<file path="src/rtl/if_prefetch_hs.sv">
`default_nettype none
// ============================================================================
// Module   : if_prefetch_hs
// Purpose  : Instruction-fetch front end. Runs a PC, reads a 1-cycle-latency
//            instruction memory, buffers fetched words in a DEPTH-entry
//            prefetch queue and hands {pc,instr} to ID over a 4-phase
//            req/ack channel whose ack arrives from another clock domain.
//            Branch redirects flush the queue and any fetch in flight.
// Ports    : clk_if       fetch clock (posedge)
//            reset        asynchronous active-high reset
//            imem_rd_en   memory read strobe, address sampled on this edge
//            imem_addr    memory read address (current PC)
//            imem_rdata   memory read data, valid the cycle after the strobe
//            branch_en    redirect pulse from ID
//            branch_addr  redirect target
//            req_out      4-phase request to ID
//            ack_in       4-phase acknowledge from ID (asynchronous)
//            instr_out    instruction of the head entry (0 when empty)
//            pc_out       PC of the head entry (0 when empty)
//            q_count      number of entries held in the queue
// Revision : 1.0  initial release
// ============================================================================
module if_prefetch_hs #(
    parameter int          INSTR_W     = 32,
    parameter int          PC_W        = 8,
    parameter int          DEPTH       = 4,
    parameter int          SYNC_STAGES = 2,
    parameter int unsigned RESET_PC    = 0
) (
    input  logic                       clk_if,
    input  logic                       reset,
    output logic                       imem_rd_en,
    output logic [PC_W-1:0]            imem_addr,
    input  logic [INSTR_W-1:0]         imem_rdata,
    input  logic                       branch_en,
    input  logic [PC_W-1:0]            branch_addr,
    output logic                       req_out,
    input  logic                       ack_in,
    output logic [INSTR_W-1:0]         instr_out,
    output logic [PC_W-1:0]            pc_out,
    output logic [$clog2(DEPTH):0]     q_count
);

    localparam int                PTR_W      = $clog2(DEPTH);
    localparam int                CNT_W      = PTR_W + 1;
    localparam logic [PC_W-1:0]   c_reset_pc = PC_W'(RESET_PC);
    localparam logic [PTR_W-1:0]  c_ptr_one  = PTR_W'(1);
    localparam logic [CNT_W-1:0]  c_depth    = CNT_W'(DEPTH);

    typedef enum logic [1:0] {
        ST_IDLE     = 2'd0,
        ST_REQ      = 2'd1,
        ST_WAIT_LOW = 2'd2
    } hs_state_t;

    // Registered state
    logic [PC_W-1:0]        pc_q,        pc_d;
    logic [PC_W-1:0]        fetch_pc_q,  fetch_pc_d;
    logic                   inflight_q,  inflight_d;
    logic [PTR_W-1:0]       head_q,      head_d;
    logic [PTR_W-1:0]       tail_q,      tail_d;
    logic [CNT_W-1:0]       count_q,     count_d;
    logic [SYNC_STAGES-1:0] ack_sync_q;
    hs_state_t              state_q;
    logic                   req_q;

    logic [INSTR_W-1:0]     buf_instr_q [DEPTH];
    logic [PC_W-1:0]        buf_pc_q    [DEPTH];

    // Combinational control
    logic                   ack_s;
    logic                   ack_chain_low;
    logic [CNT_W-1:0]       fill;
    logic                   issue;
    logic                   push;
    logic                   pop;

    always_comb begin
        ack_s         = ack_sync_q[SYNC_STAGES-1];
        // A new request needs ack seen low through the whole chain. Right
        // after reset the later stages still hold their reset zeros, so this
        // stops a stale high ack (already in the first stage) from being
        // mistaken for a low one and then popping the next entry.
        ack_chain_low = (ack_sync_q == '0);

        // Slots already promised to an in-flight read count as occupied, so
        // a push can never land on a full queue.
        fill  = count_q + {{PTR_W{1'b0}}, inflight_q};
        issue = !reset && !branch_en && (fill < c_depth);
        push  = inflight_q && !branch_en;
        pop   = (state_q == ST_REQ) && ack_s;

        pc_d       = pc_q;
        fetch_pc_d = fetch_pc_q;
        inflight_d = issue;
        if (branch_en) begin
            pc_d = branch_addr;
        end else if (issue) begin
            pc_d       = pc_q + 1'b1;
            fetch_pc_d = pc_q;
        end

        head_d  = pop  ? head_q + c_ptr_one : head_q;
        tail_d  = push ? tail_q + c_ptr_one : tail_q;
        count_d = count_q + CNT_W'(push) - CNT_W'(pop);

        if (branch_en) begin
            // A head already offered to ID must finish its handshake, so
            // it survives the flush; everything behind it is dropped.
            if ((state_q == ST_REQ) && !pop) begin
                tail_d  = head_q + c_ptr_one;
                count_d = CNT_W'(1);
            end else begin
                tail_d  = head_d;
                count_d = '0;
            end
        end
    end

    always_ff @(posedge clk_if or posedge reset) begin
        if (reset) begin
            pc_q       <= c_reset_pc;
            fetch_pc_q <= '0;
            inflight_q <= 1'b0;
            head_q     <= '0;
            tail_q     <= '0;
            count_q    <= '0;
            ack_sync_q <= '0;
        end else begin
            pc_q       <= pc_d;
            fetch_pc_q <= fetch_pc_d;
            inflight_q <= inflight_d;
            head_q     <= head_d;
            tail_q     <= tail_d;
            count_q    <= count_d;
            ack_sync_q <= {ack_sync_q[SYNC_STAGES-2:0], ack_in};
        end
    end

    // Queue storage needs no reset: slots are only read while occupied.
    always_ff @(posedge clk_if) begin
        if (push) begin
            buf_instr_q[tail_q] <= imem_rdata;
            buf_pc_q[tail_q]    <= fetch_pc_q;
        end
    end

    // Handshake FSM. IDLE looks at the post-edge count so the first word
    // pushed is offered on the very next cycle.
    always_ff @(posedge clk_if or posedge reset) begin
        if (reset) begin
            state_q <= ST_IDLE;
            req_q   <= 1'b0;
        end else begin
            case (state_q)
                ST_IDLE: begin
                    if ((count_d != '0) && ack_chain_low) begin
                        req_q   <= 1'b1;
                        state_q <= ST_REQ;
                    end
                end
                ST_REQ: begin
                    if (ack_s) begin
                        req_q   <= 1'b0;
                        state_q <= ST_WAIT_LOW;
                    end
                end
                ST_WAIT_LOW: begin
                    if (!ack_s) begin
                        state_q <= ST_IDLE;
                    end
                end
                default: begin
                    req_q   <= 1'b0;
                    state_q <= ST_IDLE;
                end
            endcase
        end
    end

    assign imem_rd_en = issue;
    assign imem_addr  = pc_q;
    assign req_out    = req_q;
    assign q_count    = count_q;
    assign instr_out  = (count_q == '0) ? '0 : buf_instr_q[head_q];
    assign pc_out     = (count_q == '0) ? '0 : buf_pc_q[head_q];

    a_no_push_when_full : assert property (
        @(posedge clk_if) disable iff (reset) !(push && (count_q == c_depth))
    );

endmodule
`default_nettype wire
</file>
<file path="config.mk">
export PLATFORM = sky130hd
export DESIGN_NAME = if_prefetch_hs
export DESIGN_NICKNAME = d
export VERILOG_FILES = /design/src/rtl/if_prefetch_hs.sv
export SDC_FILE = /design/constraint.sdc
export NUM_CORES = 1
export LEC_CHECK = 0
export ABC_AREA = 0
export ABC_CLOCK_PERIOD_IN_PS = 2800
export CAP_MARGIN = 20
export CORE_ASPECT_RATIO = 1.4
export CORE_MARGIN = 1.5
export CORE_UTILIZATION = 24
export DETAILED_ROUTE_END_ITERATION = 10
export PLACE_DENSITY = 0.5
export SYNTH_ARGS = -nofsm -noshare
export SYNTH_HDL_FRONTEND = slang
export SYNTH_SLANG_ARGS = --single-unit
</file>
<file path="constraint.sdc">
create_clock -name clk_if -period 2.8 [get_ports clk_if]
set_input_delay 0.28 -clock clk_if [delete_from_list [all_inputs] [get_ports clk_if]]
set_output_delay 0.28 -clock clk_if [all_outputs]
set_load 0.02 [all_outputs]
</file>
==> results of run 1 <==
## cell usage after synthesis, drive strengths merged (2+ instances only)
cell type and n:
nor2b 44, edfxtp 160, xnor2 5, inv 7
nand2 12, ha 6, mux4 40, o31ai 3
nor3 2, a22oi 2, or3 4, o21ai 6
buf 9, xor2 3, dfrtp 29, clkbuf 9
a31oi 5, o311ai 4, or2 2, nand3 4
or4 3, mux2 8, and2 4, nor2 10
## sequential cells by signal, summed over array words and instances, names as in the netlist, 3 cells and up
register,count
buf_instr_q,128
fetch_pc_q,8
imem_addr,8
q_count,3
buf_pc_q,32
## layer usage
metal | part of all wire | track usage | up-vias
met1 | 0.41 | 0.117 | 1994
met3 | 0.033 | 0.0261 | 16
met2 | 0.54 | 0.186 | 76
met5 | 0 | 0 | -
met4 | 0.020 | 0.0507 | 0
li1 | - | - | 1775
## final cells by class
| cell class | count | area share |
|---|---|---|
| clock buffer | 19 | 0.0485 |
| clock inverter | 13 | 0.0117 |
| inverter | 7 | 0.00268 |
| multi-input combinational | 178 | 0.192 |
| sequential | 189 | 0.564 |
| tap | 390 | 0.0497 |
| timing repair buffer | 119 | 0.131 |
## path summary, 6_finish.rpt
path,end,slack [ns]
hold reg to reg,ack_sync_q[1],0.38
setup reg to reg,req_out,0.40
hold / removal,ack_sync_q[0],0.27
min in group asynchronous,fetch_pc_q[2],0.32
setup / recovery,instr_out[26],0.15
max in group asynchronous,head_q[1],1.84
## power breakdown
| group | switching [mW] | internal (mW) | total [mW] |
|---|---|---|---|
| clock network | 1.11 | 1.28 | 2.38 |
| logic | 1.59 | 1.74 | 3.33 |
| registers | 0.238 | 3.38 | 3.62 |
## worst register-to-register path: cells and delay by family, from the launching register on
kind / cells / cell delay (ns)
adder cells (fa/ha/maj): 2 / 0.52
buffers and inverters: 1 / 0.05
flip-flops: 1 / 0.41
AO/OA/AOI/OAI: 2 / 0.32
XOR/XNOR: 2 / 0.36
AND/OR/NAND/NOR: 3 / 0.65
## repair_timing
action | 4_1_cts | 5_1_grt
hold buffers | 0 | 0
resized for setup | 2 | 0
buffers inserted | 0 | 3
endpoints found under the setup margin | 7 | 29
## logic make-up after synthesis
group | count (synthesis)
mux | 48
fa+ha+maj | 7
simple gates | 88
compound gates | 26
buf+inv | 25
xor+xnor | 9
flops | 189
## stage by stage
| step | hold WS, ns | cells |
|---|---|---|
| after floorplan | 0.311 | 392 |
| after global placement | 0.367 | 880 |
| after detailed placement | 0.372 | 880 |
| after CTS | 0.240 | 912 |
| after global routing | 0.264 | 915 |
| final | 0.269 | 915 |
==> results.tsv, run 1 <==
stage	metric	value	unit
die	Initial Utilization	0.244	
yosys	Adder-Cell Fraction of Synth Area	0.0126	
worst_hold_path	min-delay src	ack_in	
die	Horiz. Die Dim	153	µm
yosys	combinational family with the most area after synthesis	multiplexers	
setup_path	number of stages on the worst setup path	4	
layout	antenna cells	0	
die	core area	0.0308	mm²
cts	CTS Buffer Depth	2	
yosys	number of synthesized register bits	189	
route	Total Wirelength	15800	µm
route	via/cell ratio	4.22	
worst_hold_path	Hold/Removal Path Class	input port to register	
timing	setup ws final	0.145	ns
setup_path	slowest CP cell	clkdlybuf4s50_1	
route	vias	3861	
setup_path	RR Startpoint	state_q[0]	
place	DP Wirelength	10500	µm
die	Die Height	212	µm
route	DR iter-0 viols	226	
setup_path	reg2reg path depth	10	
place	I/O Buffers	96	
layout	commonest non-fill, non-tap cell in the layout	edfxtp_1	
layout	Multi-input gate area	0.00189	mm²
setup_path	family with the most delay on the worst path	buffers and inverters	
setup_path	Critical Path Source Type	register	
pwr	Pleak	3.24	nW
setup_path	Max stage delay on crit path	0.54	ns
timing	Slew Viols, Final	0	
global_route	GRT overflow	0	
layout	finished layout cell area	0.00981	mm²
cts	Clock Sink Count	189	
yosys	Synth area leaders	edfxtp_1 64%, mux4_2 12%, dfrtp_1 9.6%	
yosys	asr flop ratio synth	0.153	
global_route	Total Routing Usage GR	0.105	
timing	slew at the pin closest to its max-slew limit	0.543	ns
timing	final worst path period need	2.65	ns
cts	TritonCTS clock tree	done	
yosys	Compound-Gate Fraction of Synth Area	0.0240	
layout	synthesis-to-layout area growth	30.4	%
yosys	Synth cell types	41	
yosys	mux cell area share after synthesis	0.132	
timing	final hold viol count	0	
setup_path	CP endpoint kind	output pin	
global_route	pin count of the biggest net entering global routing	41	
yosys	sequential area share after synthesis	0.735	
pwr	Pwr per Cell Area	951	mW/mm²
layout	Storage cell area	0.00554	mm²
layout	fill count	3003	
timing	post-route clock period utilization	0.948	
timing	setup TNS	0	ns
place	dpl cell area	0.00920	mm²
timing	Max Fclk	377	MHz
timing	relative slew slack	0.638	
route	drt wl/cell	17.2	µm
timing	# setup viols final	0	
global_route	number of global-route vias before repair	4273	
layout	commonest cells after routing, fill and taps aside	160 x edfxtp_1, 95 x clkdlybuf4s50_1, 44 x nor2b_1	
setup_path	Req. time, crit path	2.52	ns
worst_hold_path	Min-Delay Path Depth	1	
job	Max-cap violations	0	
cts	H-Tree Depth	4	
timing	skew final	0.0122	ns
pwr	Peak VDD IR	0.374	mV
yosys	biggest area consumer among synthesized cells	edfxtp_1	
cts	total clock buffers created by CTS	17	
yosys	ys flop type	edfxtp_1	
setup_path	crit path launch	head_q[0]	
global_route	global-route wire length before repair	24900	µm
yosys	Post-Syn Instances	392	
yosys	simple-gate share of the synthesized area	0.0687	
global_route	initial antenna violation count	0	
setup_path	Setup CP Type	register to output pin	
setup_path	Worst Path Max Fanout	16	
status	status	complete, no violations	
route	Final ANT Viol Nets	0	
cts	CTS root buf	clkbuf_16	
layout	Core Util, Final	0.318	
place	DP Worst Slack	0.337	ns
cts	worst skew pair latency	0.45	ns
yosys	XOR/XNOR share of the synthesized area	0.0123	
route	DRC	0	
die	io pins	97	
cts	Clock Pin Slew Worst Setup and Hold Paths	0.08	ns
setup_path	worst path arrival time	2.37	ns
setup_path	crit-path cells	buf_12 > mux4_2 > nor2b_1 > clkdlybuf4s50_1	
route	TritonRoute pass-1 iters	4	
yosys	Mapped Nets	443	
yosys	average instance area after synthesis	19.2	µm²
yosys	Post-synth EDFFs	160	
timing	RSZ-0062 raised after global routing	false	
place	GPL Wtd Cong	0.704	
yosys	YS warnings	0	
setup_path	WP buf/inv	2	
yosys	Mapped Area	0.00752	mm²
layout	layout cells sized above 1	0.227	
die	Rows	76	
die	Die ar.	0.0324	mm²
yosys	Synth top area share	0.639	
layout	Nets	563	
pwr	Power, Total	9.33	mW
Note: power is estimated with default switching activity, not from simulation.
==> run 2: changes to the inputs <==
--- a/config.mk
+++ b/config.mk
@@ -5,7 +5,6 @@
 export SDC_FILE = /design/constraint.sdc
 export NUM_CORES = 1
 export LEC_CHECK = 0
-export ABC_AREA = 0
 export ABC_CLOCK_PERIOD_IN_PS = 2800
 export CAP_MARGIN = 20
 export CORE_ASPECT_RATIO = 1.4
==> results of run 2 <==
Final layout, timing and power as in run 1 (identical DEF).
==> run 3: changes to the inputs <==
--- a/config.mk
+++ b/config.mk
@@ -12,6 +12,7 @@
 export CORE_UTILIZATION = 24
 export DETAILED_ROUTE_END_ITERATION = 10
 export PLACE_DENSITY = 0.5
+export RECOVER_POWER = 100
 export SYNTH_ARGS = -nofsm -noshare
 export SYNTH_HDL_FRONTEND = slang
 export SYNTH_SLANG_ARGS = --single-unit
==> run 3 against run 2 <==
Net effect:
- critical path depth unchanged
- worst setup slack about the same
- via count increased by 0.44%
- final area fell by 0.29%
==> results.tsv, run 3 (synthesized netlist as in run 1, its figures left out) <==
stage	metric	value	unit	change
setup_path	CP endpoint kind	output pin		
setup_path	family with the most delay on the worst path	buffers and inverters		
die	Horiz. Die Dim	153	µm	unchanged
layout	commonest non-fill, non-tap cell in the layout	edfxtp_1		
worst_hold_path	Min-Delay Path Depth	0		-1
layout	Largest register FFs	128		unchanged
setup_path	WP buf/inv	2		unchanged
layout	Nets	563		unchanged
pwr	switching share of total power	0.315		+0.000745
timing	skew final	0.0132	ns	+0.000964 ns
timing	final worst path period need	2.66	ns	+0.000189 ns
setup_path	Setup CP Type	register to output pin		
pwr	Peak VDD IR	0.373	mV	-0.23%
place	DP Worst Slack	0.337	ns	unchanged
route	DR iter-0 viols	223		-1.3%
place	GPL Wtd Cong	0.704		unchanged
pwr	sw power	2.93	mW	-0.20%
timing	final hold viol count	0		unchanged
timing	post-route clock period utilization	0.948		about the same
setup_path	slowest CP cell	clkdlybuf4s50_1		
worst_hold_path	Hold/Removal Path Class	register to register		
die	Die Height	212	µm	unchanged
layout	Reg with most FFs	buf_instr_q		
setup_path	number of stages on the worst setup path	4		unchanged
cts	CTS Buffer Depth	2		unchanged
cts	H-Tree Depth	4		unchanged
cts	CTS root buf	clkbuf_16		
cts	Clock Sink Count	189		unchanged
setup_path	Worst Path Max Fanout	16		unchanged
global_route	GRT overflow	0		unchanged
cts	TritonCTS clock tree	done		
timing	Max Fclk	377	MHz	about the same
pwr	register share of total power	0.390		+0.002
route	TritonRoute pass-1 iters	4		unchanged
route	drt wl/cell	17.2	µm	-0.17%
global_route	number of global-route vias before repair	4273		unchanged
layout	layout cells sized above 1	0.208		-0.0190
setup_path	worst path arrival time	2.38	ns	about the same
cts	total clock buffers created by CTS	17		unchanged
setup_path	crit-path cells	buf_12 > mux4_2 > nor2b_1 > clkdlybuf4s50_1		
setup_path	Critical Path Source Type	register		
global_route	initial antenna violation count	1		+1
timing	slew at the pin closest to its max-slew limit	1.37	ns	+0.831 ns
setup_path	reg-to-reg slack, setup	0.26	ns	-0.14 ns
status	status	complete, no violations		
setup_path	Max stage delay on crit path	0.54	ns	about the same
die	Initial Utilization	0.244		unchanged
place	DP Wirelength	10500	µm	unchanged
setup_path	reg2reg path depth	4		-6
die	io pins	97		unchanged
timing	# setup viols final	0		unchanged
pwr	P_int	6.37	mW	-0.55%
pwr	Pwr per Cell Area	950	mW/mm²	-0.14%
pwr	Comb pwr share	0.354		-0.003
die	Rows	76		unchanged
timing	setup ws final	0.145	ns	-0.000189 ns
layout	synthesis-to-layout area growth	30.0	%	
global_route	Total Routing Usage GR	0.105		unchanged
timing	relative slew slack	0.0836		-0.555
layout	commonest cells after routing, fill and taps aside	160 x edfxtp_1, 48 x dlygate4sd3_1, 47 x clkdlybuf4s50_1		
route	DRC	0		unchanged
route	Final ANT Viol Nets	0		unchanged
global_route	pin count of the biggest net entering global routing	41		unchanged
pwr	Pleak	3.24	nW	-0.17%
layout	Top Registers	buf_instr_q x128, buf_pc_q x32		
route	via/cell ratio	4.24		+0.44%
pwr	Clock Power Share	0.256		about the same
route	vias	3878		+0.44%
timing	Slew Viols, Final	0		unchanged
die	Die ar.	0.0324	mm²	unchanged
timing	setup TNS	0	ns	unchanged
timing	RSZ-0062 raised after global routing	false		
setup_path	Req. time, crit path	2.52	ns	about the same
job	Max-cap violations	0		unchanged
global_route	global-route wire length before repair	24900	µm	unchanged
cts	worst skew pair latency	0.45	ns	about the same
cts	Clock Pin Slew Worst Setup and Hold Paths	0.08	ns	about the same
route	Total Wirelength	15700	µm	-0.17%
layout	antenna cells	0		unchanged
place	I/O Buffers	96		unchanged
die	core area	0.0308	mm²	unchanged
run 3: changes by cell type in the layout (fill, tap and decap cells not counted), sizes merged:
cell | before | now
clkdlybuf4s50 | 95 | 47
dlygate4sd3 | 0 | 48
buf | 22 | 16
clkbuf | 20 | 26
run 3: final timing paths:
path | startpoint | to
worst min-delay path | ack_sync_q[0] | ack_sync_q[1]
worst max-delay path | head_q[0] | instr_out[26]
worst max register to register | inflight_q | buf_instr_q[3][2]
max in group asynchronous | reset | head_q[0]
min in group asynchronous | reset | fetch_pc_q[2]
worst min register to register | ack_sync_q[0] | ack_sync_q[1]
run 3: layout make-up:
| class | count | area (µm²) |
|---|---|---|
| Tap cell | 390 | 488 |
| Multi-Input combinational cell | 178 | 1880 |
| Clock inverter | 13 | 115 |
| Sequential cell | 189 | 5540 |
| Clock buffer | 19 | 475 |
| Inverter | 7 | 26.3 |
| Fill cell | 3012 | 21000 |
| Timing Repair Buffer | 119 | 1260 |
run 3: timing repair:
action / CTS / global route
hold endpoints to repair: 0 / 0
setup buffers: 0 / 3
gates resized for setup: 2 / 0
hold buffers: 0 / 0
endpoints found under the setup margin: 7 / 29
run 3: power by group through the flow:
stage	Sequential, mW	Clock [mW]	Combinational (mW)
4_1_cts	3.65	2.46	3.41
6_report	3.62	2.38	3.29
5_1_grt	3.67	2.54	3.58
3_5_place_dp	3.71	0	3.40
2_1_floorplan	3.61	0	1.97
3_3_place_gp	3.69	0	3.38
run 3: per-layer routing:
layer,global-route usage,part of all wire,vias to the layer above,wire [µm]
li1,-,-,1776,-
met4,0.0507,0.020,2,309
met1,0.117,0.40,2007,6360
met3,0.0261,0.033,18,517
met2,0.186,0.54,75,8520
met5,0,0.00076,-,12
run 3: metrics by stage:
stage               power [mW]  hold slack (ns)  cells  cell area, µm²   util
floorplan                 5.57            0.311    392            7520      -
global placement          7.07            0.367    880            9200  0.298
detailed placement        7.11            0.372    880            9200  0.298
CTS                       9.51            0.240    912            9790  0.318
global route              9.79            0.379    915            9780  0.317
finish                    9.29            0.385    915            9780  0.317
==> edit: new RTL, flow settings as in run 2 <==
Set the parameter `DEPTH` to 2 (it was 4).
--- a/src/rtl/if_prefetch_hs.sv
+++ b/src/rtl/if_prefetch_hs.sv
@@ -24,5 +24,5 @@
     parameter int          INSTR_W     = 32,
     parameter int          PC_W        = 8,
-    parameter int          DEPTH       = 4,
+    parameter int          DEPTH       = 2,
     parameter int          SYNC_STAGES = 2,
     parameter int unsigned RESET_PC    = 0
Interface: changed (resized q_count); port bits go from 97 to 96. No check against the original RTL was run, so the function may have changed too.
==> edit against run 2 <==
  * Power shrank 52%
  * Die area is 43% lower
  * Design area shrank 41%
  * Sequential cell count shrank 83
  * First-iteration DRC count shrank 78%
  * Combinational power fell by 59%
  * Synthesized area down 44%
  * Routed wire length shrank 45%
  * Setup slack improved by 0.30 ns
  * Highest routed layer unchanged
==> edit: results (changes against run 2) <==
Status -> finished, final reports clean
Leak Pwr -> 2.093 nW (-36%)
Clock Latency Late Sink -> 0.33 ns (-0.12 ns)
Max rail drop VDD -> 0.0003713 V (-0.70%)
Place WS -> 0.4292 ns (+0.09247 ns)
Post-synth top cells -> 80 x edfxtp_1, 44 x nor2_1, 40 x mux2i_1
CTS Buf Count -> 9 (-8)
Final RePlAce weighted congestion -> 0.7823 (+11%)
NumNets Final -> 426 (-24%)
M1 WL -> 3708 um (-42%)
Drt first-iter violations -> 49 (-78%)
Worst min-delay path class -> flip-flop to flip-flop
Critical path arrival -> 2.08 ns (-0.29 ns)
Async set-reset flop share out of synthesis -> 24.53% (+9.2 points)
Vias in the first global route -> 2,663 (-38%)
GR Util All Layers -> 9.858% (-0.63 points)
CTS resizes -> 0 (-2)
Post-Route WL -> 8698 um (-45%)
DP HPWL -> 5817 um (-45%)
Clock Skew -> 0.006929 ns (-0.005280 ns)
First-pass GRT wire length -> 13,860 um (-44%)
Port-buffer cells -> 95 (-1.0%)
Total length of routed met3 wires -> 337 um (-36%)
Filler cells -> 1,773 (-41%)
Post-synthesis sequential area ratio -> 72.32% (-1.2 points)
EDFF count, synth -> 80 (-50%)
Vias post-DR -> 2,511 (-35%)
Max_slew headroom -> 61.13% (-2.7 points)
Crit path largest cell delay -> 0.57 ns (+0.03 ns)
Netlist cell types -> 35 (-15%)
Maximum fanout along the worst path -> 40 (+24)
==> edit: layout make-up <==
class                           instances  area, sq um  area share, %
Clock buffer                            9        225.2          3.890
Tap cell                              236        295.3          5.100
Clock inverter                          6        35.03         0.6051
Sequential cell                       106         3054          52.76
Multi-Input combinational cell        155         1120          19.34
Inverter                                5        18.77         0.3242
Timing Repair Buffer                  102         1041          17.98
==> edit: report_power, final <==
group / switching, mW / total, mW / internal (mW)
clock: 0.525 / 1.12 / 0.590
sequential: 0.117 / 2.00 / 1.88
combinational: 0.717 / 1.38 / 0.665
total: 1.36 / 4.49 / 3.13
==> edit: cells by family after synthesis <==
logic type	Yosys count	synth area share [%]
muxes	48	11.62
buffers and inverters	16	1.541
xor gates and xnor gates	10	2.430
adders and majority gates	3	0.8892
DFF	106	72.32
and+or+nand+nor	67	6.876
AOI/OAI and AO/OA	27	4.328
==> edit: through the flow <==
step,area [sq um],std cells
6_report,5789,619
5_1_grt,5789,619
4_1_cts,5789,619
3_5_place_dp,5529,604
3_3_place_gp,5529,604
2_1_floorplan,4224,277
==> edit: worst paths after layout <==
path	startpoint	to	slack (ns)	depth (start not counted)
setup / recovery	q_count[0]	pc_out[5]	0.44	4
hold / removal	ack_sync_q[0]	ack_sync_q[1]	0.37	0
setup reg to reg	state_q[0]	req_out	0.69	8
hold reg to reg	ack_sync_q[0]	ack_sync_q[1]	0.37	0
max in group asynchronous	reset	fetch_pc_q[7]	1.80	3
min in group asynchronous	reset	q_count[1]	0.41	2
==> edit: routing by layer <==
| layer | global-route usage, % | up-vias |
|---|---|---|
| met5 | 0 | - |
| met4 | 3.704 | 0 |
| met3 | 2.011 | 8 |
| met2 | 16.88 | 64 |
| met1 | 12.12 | 1222 |
| li1 | - | 1217 |
